==> config.mk <==
export PLATFORM = sky130hd
export DESIGN_NAME = if_id_skid
export DESIGN_NICKNAME = d
export VERILOG_FILES = /design/src/rtl/if_id_skid.sv
export SDC_FILE = /design/constraint.sdc
export NUM_CORES = 1
export LEC_CHECK = 0
export CORE_ASPECT_RATIO = 1.5
export CORE_MARGIN = 5
export CORE_UTILIZATION = 46
export DETAILED_ROUTE_END_ITERATION = 8
export PLACE_DENSITY = 0.8
export SYNTH_ARGS = -nofsm -noshare
export SYNTH_HDL_FRONTEND = slang
export SYNTH_SLANG_ARGS = --single-unit
==> constraint.sdc <==
create_clock -name clk -period 2.7 [get_ports clk]
set_input_delay 0.675 -clock clk [delete_from_list [all_inputs] [get_ports clk]]
set_output_delay 0.675 -clock clk [all_outputs]
set_load 0.02 [all_outputs]
==> src/rtl/if_id_skid.sv <==
// Fetch-to-decode buffer: two-entry skid FIFO (head e0, skid e1) with flush and HALT intake block.
// Every output is a register, so neither decode stalls nor fetch inputs reach the other side combinationally.
//
// state    | meaning
// ST_EMPTY | no entry held
// ST_ONE   | head entry e0 valid
// ST_FULL  | e0 and skid entry e1 valid; intake blocked
module if_id_skid #(
  parameter int               WIDTH     = 16,
  parameter logic [WIDTH-1:0] NOP_INSTR = 16'h0800
) (
  input  logic             clk,
  input  logic             rst,
  input  logic             in_valid,
  output logic             in_ready,
  input  logic [WIDTH-1:0] in_pc,
  input  logic [WIDTH-1:0] in_instr,
  input  logic             flush,
  output logic             out_valid,
  input  logic             out_ready,
  output logic [WIDTH-1:0] out_pc,
  output logic [WIDTH-1:0] out_instr,
  output logic             halted
);

  typedef enum logic [1:0] {
    ST_EMPTY = 2'd0,
    ST_ONE   = 2'd1,
    ST_FULL  = 2'd2
  } state_t;

  state_t           state, state_n;
  logic             halted_n;
  logic             accept, pop, is_halt;
  logic [WIDTH-1:0] e0_pc, e0_instr, e1_pc, e1_instr;
  logic [WIDTH-1:0] e0_pc_n, e0_instr_n, e1_pc_n, e1_instr_n;

  assign accept  = in_valid & in_ready;
  assign pop     = out_valid & out_ready;
  assign is_halt = (in_instr[WIDTH-1 -: 5] == 5'b00000);

  always_comb begin
    state_n    = state;
    e0_pc_n    = e0_pc;
    e0_instr_n = e0_instr;
    e1_pc_n    = e1_pc;
    e1_instr_n = e1_instr;
    halted_n   = halted | (accept & is_halt);
    case (state)
      ST_EMPTY: begin
        if (accept) begin
          e0_pc_n    = in_pc;
          e0_instr_n = in_instr;
          state_n    = ST_ONE;
        end
      end
      ST_ONE: begin
        if (accept && !pop) begin
          e1_pc_n    = in_pc;
          e1_instr_n = in_instr;
          state_n    = ST_FULL;
        end else if (accept && pop) begin
          e0_pc_n    = in_pc;
          e0_instr_n = in_instr;
        end else if (pop) begin
          state_n = ST_EMPTY;
        end
      end
      ST_FULL: begin
        if (pop) begin
          e0_pc_n    = e1_pc;
          e0_instr_n = e1_instr;
          state_n    = ST_ONE;
        end
      end
      default: state_n = ST_EMPTY;
    endcase
    // Flush wins over any simultaneous accept or pop.
    if (flush) begin
      state_n  = ST_EMPTY;
      halted_n = 1'b0;
    end
  end

  always_ff @(posedge clk or negedge rst) begin
    if (!rst) begin
      state     <= ST_EMPTY;
      halted    <= 1'b0;
      in_ready  <= 1'b0;
      out_valid <= 1'b0;
      out_pc    <= '0;
      out_instr <= NOP_INSTR;
    end else begin
      state     <= state_n;
      halted    <= halted_n;
      in_ready  <= (state_n != ST_FULL) & ~halted_n;
      out_valid <= (state_n != ST_EMPTY);
      out_pc    <= (state_n != ST_EMPTY) ? e0_pc_n : '0;
      out_instr <= (state_n != ST_EMPTY) ? e0_instr_n : NOP_INSTR;
    end
  end

  // Payload needs no reset: it is only visible through the masked output registers.
  always_ff @(posedge clk) begin
    e0_pc    <= e0_pc_n;
    e0_instr <= e0_instr_n;
    e1_pc    <= e1_pc_n;
    e1_instr <= e1_instr_n;
  end

endmodule

# After elaboration in Yosys (flattened, before gate mapping)
# Index checks and enable logic that the tools add are counted.
# classes
n_mux,20
eq_ne,3
reduce_logical,7
n_bitwise,6
# ops
op,count
16-bit 2-to-1 mux,10
16-bit case mux with 3 select lines,2
2-bit 2-to-1 mux,6
2-bit case mux with 3 select lines,1
5-bit logical NOT,1
1-bit bitwise AND,4
"2-bit by 1-bit == test with 1-bit output, second input constant",1
"2-bit == test, second input constant",1
1-bit logical AND,2
2-bit logical NOT,1
"2-bit inequality test, second input constant",1
2-bit AND reduction,1
2-bit nonzero test,1
1-bit logical NOT,1
1-bit 2-to-1 mux,1
1-bit inverter,1
1-bit bitwise OR,1
# totals
regBits,101
in_bits,37
elab_cells,46
output_inout_bits,35

# Longest topological paths before layout
# Gate-level depths: netlist of the first run.
# depth
depth_word,8
mapped_depth,6
mapped_depth_nobuf,4

# Least setup slack after synthesis of the first run
# OpenSTA, ideal clock, no wires.
# synth_path
kind,input port to flip-flop
from,input out_ready
to,register e1_instr[0] (enable)
t_required_ns,2.279
n_path_buf,0
setup_slack_ns,0.053
path_stages,2
setup_ns,0.421
arrival_ns,2.226
cell_sequence,a21bo_2 -> nor2_1
# synth_between
elab_chain_len,4
# synth_rtl
element,line_no,source
"start, declared",20,"input logic out_ready,"
1-bit bitwise AND,39,assign pop = out_valid & out_ready;
1-bit logical NOT,58,if (accept && !pop) begin
1-bit logical AND,58,
2-bit AND reduction (no line),-,
"end signal, assigned",108,e1_instr <= e1_instr_n;
"end, declared",35,"logic [WIDTH-1:0] e0_pc, e0_instr, e1_pc, e1_instr;"
# Every way passes these cells.
# A chain may end at the register's enable or synchronous reset.

# Worst setup path after layout of the first run
# layout_path
from,input out_ready
to,register out_instr[1]
# layout_between
elab_chain_len,8
elab_cells_between_ends,16
cone_classes,11 x mux; 1 x bitwise; 4 x reduce/logical
# layout_rtl
element,line_no,source
1-bit bitwise AND *,39,
"2-bit 2-to-1 mux, or another cell as far along",65,end else if (pop) begin
2-bit 2-to-1 mux or 1-bit logical AND (tied branches),"62, 58",
2-bit 2-to-1 mux,58,
2-bit case mux with 3 select lines,49,case (state)
2-bit 2-to-1 mux,79,if (flush) begin
2-bit nonzero test,99,out_instr <= (state_n != ST_EMPTY) ? e0_instr_n : NOP_INSTR;
16-bit 2-to-1 mux *,99,
"end signal, assigned",99,
"end, declared",22,"output logic [WIDTH-1:0] out_instr,"
# Every way passes the cells marked *; elsewhere a longest branch is shown, timed or not.

==> results of run 1 <==
[per-stage QoR]
stage / TNS, ns / std cells / cell area [sq um]
floorplan: 0 / 283 / 3830
global placement: 0 / 456 / 4630
detailed placement: -0.483 / 456 / 4630
CTS: 0 / 472 / 4920
global route: 0 / 472 / 4920
finish: 0 / 472 / 4920
[sequential cells by signal (all words and copies together), names as in the netlist]
register / cells
in_ready: 1
e1_instr: 16
state: 2
e0_instr: 16
out_valid: 1
halted: 1
out_pc: 16
out_instr: 16
e0_pc: 16
e1_pc: 16
[final cells by class]
| class | count | share of cell area [%] |
|---|---|---|
| well taps | 105 | 2.67 |
| clock buffers | 10 | 4.86 |
| flip-flops and latches | 101 | 51.4 |
| inverters | 28 | 2.14 |
| multi-input cells | 139 | 21.4 |
| clock inverters | 6 | 1.09 |
| repair buffers | 83 | 16.4 |
[synth_stat cells (all sizes together)]
library cell,n
and4b,1
a2111o,1
dfrtp,36
xnor2,1
a311oi,1
nor2,36
a21boi,1
dfxtp,32
a21bo,1
buf,10
o21ai,9
nor3,1
and3,1
a22oi,1
and2,3
mux2,16
o22ai,1
a222oi,27
nand2,12
a21o,2
a21oi,9
mux2i,2
inv,28
a211oi,2
nand3,2
and4bb,1
a211o,1
a31oi,1
nand2b,2
edfxtp,32
nor2b,1
o2bb2ai,1
clkbuf,5
nand3b,2
dfstp,1
[cells by family after synthesis]
kind of cell,count (synthesis),synth area share (%)
muxes,18,6.70
and+or+nand+nor,62,7.48
DFF,101,66.0
xor gates and xnor gates,1,0.229
AOI/OAI and AO/OA,58,12.8
buffers and inverters,43,6.73
[worst max-delay path: cells and delay by family]
family / cells / cell delay (ns)
simple gates: 2 / 0.94
buf+inv: 2 / 0.79
compound gates: 2 / 0.24
[worst max path at each step]
stage              start                     end  slack (ns)  cells past startpoint
3_5_place_dp   out_ready     out_pc[2]$_DFF_PN0_       -0.07                      6
6_report       out_ready  out_instr[1]$_DFF_PN0_        0.32                      6
2_1_floorplan  out_ready   e1_instr[0]$_DFFE_PP_        0.05                      2
3_3_place_gp   out_ready  out_instr[6]$_DFF_PN0_        0.01                      6
5_1_grt        out_ready  out_instr[1]$_DFF_PN0_        0.11                      6
4_1_cts        out_ready  out_instr[1]$_DFF_PN0_        0.29                      6
[report_power, final]
group          leakage [nW]  total (W)  internal [W]  switching, W
clock                 0.142    0.00124      0.000668      0.000571
sequential             1.05    0.00189       0.00180     0.0000942
combinational         0.923   0.000804      0.000399      0.000405
total                  2.12    0.00394       0.00287       0.00107
[per-layer routing]
| layer | GRT usage, % | up-vias |
|---|---|---|
| li1 | - | 1199 |
| met3 | 4.47 | 14 |
| met4 | 7.23 | 0 |
| met1 | 19.7 | 1283 |
| met2 | 28.9 | 85 |
| met5 | 0 | - |
==> results.md, run 1 <==
- Final Util: 61.0%
- Met3 wire length: 515 microns
- Setup WS post-layout: 0.318 ns
- DP HPWL: 5590 microns
- Post-place setup slack: -0.0713 ns
- Max Cap Viol: 0
- Max-slew headroom: 22.2%
- Slowest stage delay, CP: 0.78 ns
- Setup violations, final: 0
- Syn Nets: 320
- Fin Clk Skew: 0.00757 ns
- Cell Pwr Density: 800 mW/mm^2
- Final worst-path cycle share: 88.2%
- RSZ-0062 raised after global routing: no
- Die ar.: 0.0103 sq mm
- Hold Path Class: in2async
- Cell area after synthesis: 0.00383 sq mm
- Outcome: finished, final reports clean
- Leak: 2.12 nW
- WP data required: 2.97 ns
- DRT iter0 DRCs: 268
- Worst r2r path cells: 5
- Core box area: 0.00806 sq mm
- Clk_lat worst skew: 0.34 ns
- Max clock buf depth: 2
- ANT nets after route: 0
- Clock-pin slew on the worst setup and hold paths: 0.07 ns
- GP Congestion: 0.797
- Post-CTS resize count: 0
- R2R Path Start: state[1]$_DFF_PN0_
- Yosys reg bits: 101
- Reg-to-Reg End: out_instr[7]$_DFF_PN0_
- Worst vdd ir: 0.507 mV
- Final Max Slew Viols: 0
- Top cell type's share of synthesized area: 25.1%
- Max frequency: 420 MHz
- DRT met1 WL: 3330 microns
- GRT Overall Usage: 16.8%
- Number of global-route vias before repair: 2795
- Worst reg-to-reg setup slack: 0.50 ns
- Root Driver: clkbuf_16
- Critical Path, Cell by Cell: clkdlybuf4s50_1 -> a21boi_0 -> nor2_2 -> buf_4 -> a222oi_1 -> nor2_1
- Sequential cell area: 0.00253 sq mm
- Overall power: 0.00394 W
- DRC: 0
- Final Hold Vio Count: 0
- Starting Density: 47.5%
- CTS tree: done
- Final nets: 399
- Crit end category: flop
- Share of layout cells above drive strength 1: 15.5%
- First-pass GRT wire length: 13500 microns
- # hold bufs at CTS: 0
- Uppermost routed layer: met4
- Commonest non-fill, non-tap cell in the layout: clkdlybuf4s50_1
- DR vias: 2581
- Seq/Total Area, Yosys: 66.0%
- Tmin final: 2.38 ns
- Hold_ws: 0.463 ns
- Syn-to-layout area delta: 28.5%
- Via density per instance: 5.47
- Initial antenna violation count: 0
- Antenna cells: 0
- # rows: 40
- Largest net degree at the start of global routing: 38
- Routed WL per cell: 17.7 microns
- Clk sinks: 101
- Fillers: 646
- GRT Residual Overflow: 0
- Yosys top cell by area: edfxtp_1
- DRT Pass-1 Iters: 7
- Slowest CP cell: nor2_2
- Count of cell types in the netlist: 41
- Syn avg cell area: 13.5 sq um
- Setup Fix Bufs, Post-CTS: 0
- Worst EP arrival: 2.65 ns
- Chip Height: 122 microns
- Area contributors post-synth: edfxtp_1 (25%), dfrtp_1 (24%), dfxtp_1 (17%)
- Synth warn: 0
- Die X-Extent: 84.5 microns
- WL met2: 4320 microns
- CTS H-tree lvls: 3
- Gate Count Post-Synth: 283
- Inserted Clock Buffers: 9
- Number of port buffers: 71
- Commonest non-fill, non-tap cells in the layout: clkdlybuf4s50_1 (70), dfrtp_1 (36), nor2_1 (34), dfxtp_1 (32), edfxtp_1 (32)
- Crit Path Max Fanout: 23
- Routed WL: 8370 microns
- I/O Pins: 72
- Worst Max-Slew Pin Slew: 1.16 ns
- Area taken by multi-input logic gates: 0.00105 sq mm
- WS Path Type: in2reg
- Crit start category: input port
Power figures use the tool's default switching activity.
==> run 2, diff against run 1 <==
--- a/config.mk
+++ b/config.mk
@@ -5,11 +5,13 @@
 export SDC_FILE = /design/constraint.sdc
 export NUM_CORES = 1
 export LEC_CHECK = 0
+export CAP_MARGIN = 20
 export CORE_ASPECT_RATIO = 1.5
 export CORE_MARGIN = 5
-export CORE_UTILIZATION = 46
+export CORE_UTILIZATION = 40
 export DETAILED_ROUTE_END_ITERATION = 8
-export PLACE_DENSITY = 0.8
+export GPL_TIMING_DRIVEN = 0
+export PLACE_DENSITY = 0.71
 export SYNTH_ARGS = -nofsm -noshare
 export SYNTH_HDL_FRONTEND = slang
 export SYNTH_SLANG_ARGS = --single-unit
==> run 2 against run 1 <==
Compared with the run above:
- die area is 13% higher
- first-iteration DRC count fell by 22%
- hold slack got worse by 0.19 ns
- clock skew up 0.0012 ns
- combinational power rose by 2.7%
- sequential cell count is the same
- critical endpoint is now out_instr[8]$_DFF_PN0_
- count of clock-buffer cells in the layout up 1
- register-to-register slack better by 0.38 ns
- routed wire length rose by 0.35%
==> results.md, run 2 (synthesis gave the netlist of run 1 again) <==
- Inserted Clock Buffers: 9
- First-pass GRT wire length: 13400 microns
- Number of port buffers: 71
- GP Congestion: 0.804
- Via density per instance: 5.30
- CTS tree: done
- Max frequency: 451 MHz
- Fin Clk Skew: 0.00881 ns
- Most frequent CP cell: nor2_1
- Reg-to-Reg End: out_instr[8]$_DFF_PN0_
- Setup WS post-layout: 0.485 ns
- Setup violations, final: 0
- Max Cap Viol: 0
- Starting Density: 41.1%
- Setup TNS: 0 ns
- Chip Height: 130 microns
- Antenna cells: 0
- Outcome: finished, final reports clean
- Largest net degree at the start of global routing: 24
- Initial antenna violation count: 0
- Routed WL per cell: 17.3 microns
- # hold bufs at CTS: 0
- DRT Pass-1 Iters: 5
- DR vias: 2564
- Max clock buf depth: 2
- DRT iter0 DRCs: 210
- DP HPWL: 5940 microns
- Core box area: 0.00931 sq mm
- Final Util: 53.6%
- Critical Path, Cell by Cell: clkdlybuf4s50_1 -> a21boi_0 -> nor2_1 -> buf_2 -> a222oi_1 -> nor2_1
- Post-CTS resize count: 0
- Worst reg-to-reg setup slack: 0.88 ns
- Worst r2r path cells: 5
- Final nets: 404
- CTS H-tree lvls: 3
- Slowest CP cell: clkdlybuf4s50_1
- Post-place setup slack: 0.168 ns
- Cell Pwr Density: 774 mW/mm^2
- Slowest stage delay, CP: 0.53 ns
- Worst Max-Slew Pin Slew: 0.545 ns
- Final Hold Vio Count: 0
- Hold Path Class: in2async
- Share of layout cells above drive strength 1: 15.9%
- Leak: 2.16 nW
- Tmin final: 2.22 ns
- GRT Residual Overflow: 0
- Die ar.: 0.0117 sq mm
- ANT nets after route: 0
- Max-slew headroom: 63.6%
- Crit end category: flop
- I/O Pins: 72
- Syn-to-layout area delta: 30.4%
- WS Path Type: in2reg
- Crit start category: input port
- Clock-pin slew on the worst setup and hold paths: 0.07 ns
- Clk_lat worst skew: 0.34 ns
- R2R Path Start: out_valid$_DFF_PN0_
- Clk sinks: 101
- Final worst-path cycle share: 82.0%
- Root Driver: clkbuf_16
- GRT Overall Usage: 14.8%
- Worst vdd ir: 0.417 mV
- # rows: 43
- Number of global-route vias before repair: 2622
- Setup Fix Bufs, Post-CTS: 0
- RSZ-0062 raised after global routing: no
- Commonest non-fill, non-tap cells in the layout: clkdlybuf4s50_1 (70), dfrtp_1 (36), nor2_1 (35), dfxtp_1 (32), edfxtp_1 (32)
- DRC: 0
- Worst EP arrival: 2.43 ns
- Routed WL: 8390 microns
- Commonest non-fill, non-tap cell in the layout: clkdlybuf4s50_1
- Die X-Extent: 89.9 microns
- Final Max Slew Viols: 0
- WP data required: 2.91 ns
- Crit Path Max Fanout: 10
run 2: cell types whose count changed in the layout (fill, tap and decap cells not counted), sizes merged:
cell,delta
inv,-3
clkinv,+3
clkinvlp,-1
clkbuf,+6
run 2: metrics by stage:
step / cell area (sq um) / instances / hold WS (ns) / power (W)
floorplan: 3830 / 283 / 0.379 / 0.00242
detailed placement: 4730 / 468 / 0.464 / 0.00275
finish: 4990 / 484 / 0.272 / 0.00386
global placement: 4680 / 466 / 0.458 / 0.00271
CTS: 4990 / 484 / 0.277 / 0.00391
global route: 4990 / 484 / 0.290 / 0.00405
run 2: power by group:
part	internal, W	leakage [nW]	total [W]	switching (W)
logic	0.000418	0.972	0.000826	0.000408
clock network	0.000622	0.133	0.00115	0.000528
registers	0.00180	1.05	0.00189	0.0000882
run 2: worst max path at each step:
stage                              from                     end  slack [ns]
detailed placement            out_ready  out_instr[5]$_DFF_PN0_        0.17
floorplan                     out_ready   e1_instr[0]$_DFFE_PP_        0.05
finish                        out_ready  out_instr[8]$_DFF_PN0_        0.48
global route                  out_ready  out_instr[8]$_DFF_PN0_        0.39
global placement              out_ready     e1_pc[11]$_DFFE_PP_       -1.47
CTS                 out_valid$_DFF_PN0_               out_valid        0.50
run 2: area by class of cell:
type                            count  area [sq um]
Multi-Input combinational cell    139          1050
Inverter                           28           105
Clock inverter                      5          28.8
Clock buffer                       11           233
Buffer                             15           153
Sequential cell                   101          2530
Fill cell                         782          4320
Timing Repair Buffer               73           753
Tap cell                          112           140
run 2: critical path, delay by kind of cell:
family | cells | cell delay, ns
buf+inv | 2 | 0.76
compound gates | 2 | 0.71
simple gates | 2 | 0.28
run 2: layer usage:
layer	track usage (%)	part of all wire [%]	up-vias
li1	-	-	1200
met1	17.6	42	1257
met2	24.8	49	96
met3	3.69	6.3	11
met4	7.71	2.3	0
met5	0	0	-
==> run 3, diff against run 2 <==
--- a/config.mk
+++ b/config.mk
@@ -11,7 +11,7 @@
 export CORE_UTILIZATION = 40
 export DETAILED_ROUTE_END_ITERATION = 8
 export GPL_TIMING_DRIVEN = 0
-export PLACE_DENSITY = 0.71
+export PLACE_DENSITY = 0.69
 export SYNTH_ARGS = -nofsm -noshare
 export SYNTH_HDL_FRONTEND = slang
 export SYNTH_SLANG_ARGS = --single-unit
==> constraint.sdc (replaced) <==
create_clock -name clk -period 2.2 [get_ports clk]
set_input_delay 0.55 -clock clk [delete_from_list [all_inputs] [get_ports clk]]
set_output_delay 0.55 -clock clk [all_outputs]
set_load 0.02 [all_outputs]
==> run 3 against run 2 <==
Compared with the run above:
- cell count unchanged
- sequential cell count unchanged
- clock skew down 0.00054 ns
- critical path depth is the same
- worst setup slack got worse by 0.34 ns
- count of clock-buffer cells in the layout up 1
- register-to-register slack worse by 0.47 ns
- global-route usage increased by 0.77 points
- die area unchanged
- routed wire length is 3.5% higher
- clock power is 45% higher
- highest routed layer unchanged
==> results.md, run 3 (synthesis gave the netlist of run 1 again) <==
- Flop pwr share: 46.3%
- Clk_lat worst skew: 0.34 ns
- Worst EP arrival: 2.32 ns
- Slowest stage delay, CP: 0.54 ns
- Via density per instance: 5.22
- Number of global-route vias before repair: 2684
- Antenna cells: 0
- Final Hold Vio Count: 0
- WS Path Type: in2reg
- # hold bufs at CTS: 0
- Crit end category: flop
- Tmin final: 2.05 ns
- Commonest non-fill, non-tap cell in the layout: clkdlybuf4s50_1
- Layout Cells excl Fill: 484
- Sequential cell area: 0.00253 sq mm
- GRT Residual Overflow: 0
- CTS H-tree lvls: 3
- Post-place setup slack: -0.254 ns
- Routed WL: 8690 microns
- DRC: 0
- Max Cap Viol: 0
- Max clock buf depth: 2
- CTS tree: done
- P_sw: 0.00126 W
- Largest net degree at the start of global routing: 28
- Final Max Slew Viols: 0
- Initial antenna violation count: 0
- Worst reg-to-reg setup slack: 0.41 ns
- Inserted Clock Buffers: 9
- Crit Path Max Fanout: 10
- Root Driver: clkbuf_16
- Final worst-path cycle share: 93.3%
- ANT nets after route: 0
- Crit start category: input port
- Worst Max-Slew Pin Slew: 0.563 ns
- Die X-Extent: 89.9 microns
- Outcome: finished, final reports clean
- Final nets: 404
- GP Congestion: 0.778
- First-pass GRT wire length: 14100 microns
- Cell Pwr Density: 992 mW/mm^2
- Number of port buffers: 71
- Critical Path, Cell by Cell: clkdlybuf4s50_1 -> and2_1 -> buf_6 -> a311oi_4 -> a222oi_1 -> nor2_1
- Comb pwr share: 20.3%
- Starting Density: 41.1%
- Clk sinks: 101
- RSZ-0062 raised after global routing: no
- Leak: 2.18 nW
- I/O Pins: 72
- Slowest CP cell: clkdlybuf4s50_1
- Setup WS post-layout: 0.147 ns
- Core box area: 0.00931 sq mm
- Chip Height: 130 microns
- Setup violations, final: 0
- Hold_ws: 0.160 ns
- DP HPWL: 6050 microns
- WP data required: 2.47 ns
- Fillers: 807
- Syn-to-layout area delta: 31.9%
- Dpl cell area: 0.00473 sq mm
- Internal power: 0.00375 W
- Max-slew headroom: 62.3%
- DR vias: 2528
- Clock-pin slew on the worst setup and hold paths: 0.06 ns
- # rows: 43
- Post-route cell area: 0.00505 sq mm
- DRT iter0 DRCs: 184
- Routed WL per cell: 18.0 microns
- Clock power frac: 33.4%
- Cells after DPL: 468
- Share of layout cells above drive strength 1: 15.6%
- Fin Clk Skew: 0.00826 ns
- Max frequency: 487 MHz
- Commonest non-fill, non-tap cells in the layout: clkdlybuf4s50_1 (70), dfrtp_1 (36), nor2_1 (35), dfxtp_1 (32), edfxtp_1 (32)
- Switching share of total power: 25.1%
- Hold Path Class: in2async
- DRT Pass-1 Iters: 6
- Worst vdd ir: 0.532 mV
- GRT Overall Usage: 15.5%
- Area taken by multi-input logic gates: 0.00105 sq mm
- Final Util: 54.2%
- Die ar.: 0.0117 sq mm
==> run 3: through the flow <==
stage	TNS, ns	total power, W
after global placement	-56.07	0.00333
after global routing	0	0.00525
after detailed placement	-10.09	0.00338
final	0	0.00501
after floorplan	0	0.00297
after CTS	0	0.00506
==> run 3: power groups by stage <==
stage / Clock [W] / Combinational, W / Sequential [W]
after CTS: 0.00171 / 0.00103 / 0.00232
after floorplan: 0 / 0.000544 / 0.00243
after global routing: 0.00179 / 0.00111 / 0.00235
after detailed placement: 0 / 0.00102 / 0.00236
after global placement: 0 / 0.000986 / 0.00234
final: 0.00167 / 0.00102 / 0.00232
==> run 3: final cells by class <==
cell class	count	area share, %
buffer	15	3.02
clock buffer	12	4.88
clock inverter	4	1.44
inverter	28	2.08
multi-input combinational	139	20.8
sequential	101	50.1
tap	112	2.78
timing repair buffer	73	14.9
==> run 3: critical path: cells and delay by family <==
| kind | cells | cell delay [ns] |
|---|---|---|
| compound gates | 2 | 0.74 |
| buf+inv | 2 | 0.67 |
| simple gates | 2 | 0.36 |
==> run 3: routing by layer <==
| layer | share of wire, % | vias to the layer above | global-route usage, % |
|---|---|---|---|
| met5 | 0 | - | 0 |
| met4 | 1.6 | 0 | 6.84 |
| met3 | 6.6 | 10 | 4.44 |
| met2 | 51 | 84 | 26.3 |
| met1 | 40 | 1231 | 18.5 |
| li1 | - | 1203 | - |
==> run 3: timing repair <==
action,in CTS,in global routing
hold endpoints to repair,0,0
gates resized for setup,0,1
setup buffers,0,0
setup endpoints to repair,0,22
==> run 3: final timing paths <==
| kind | start | to | cells past startpoint |
|---|---|---|---|
| max | out_ready | out_instr[5]$_DFF_PN0_ | 6 |
| min | rst | out_instr[0]$_DFF_PN0_ | 1 |
| max reg2reg | state[1]$_DFF_PN0_ | out_instr[4]$_DFF_PN0_ | 5 |
| min reg2reg | e0_pc[13]$_DFF_P_ | e0_pc[13]$_DFF_P_ | 2 |
| max in group asynchronous | rst | out_instr[11]$_DFF_PN1_ | 2 |
| min in group clk | e0_pc[13]$_DFF_P_ | e0_pc[13]$_DFF_P_ | 2 |
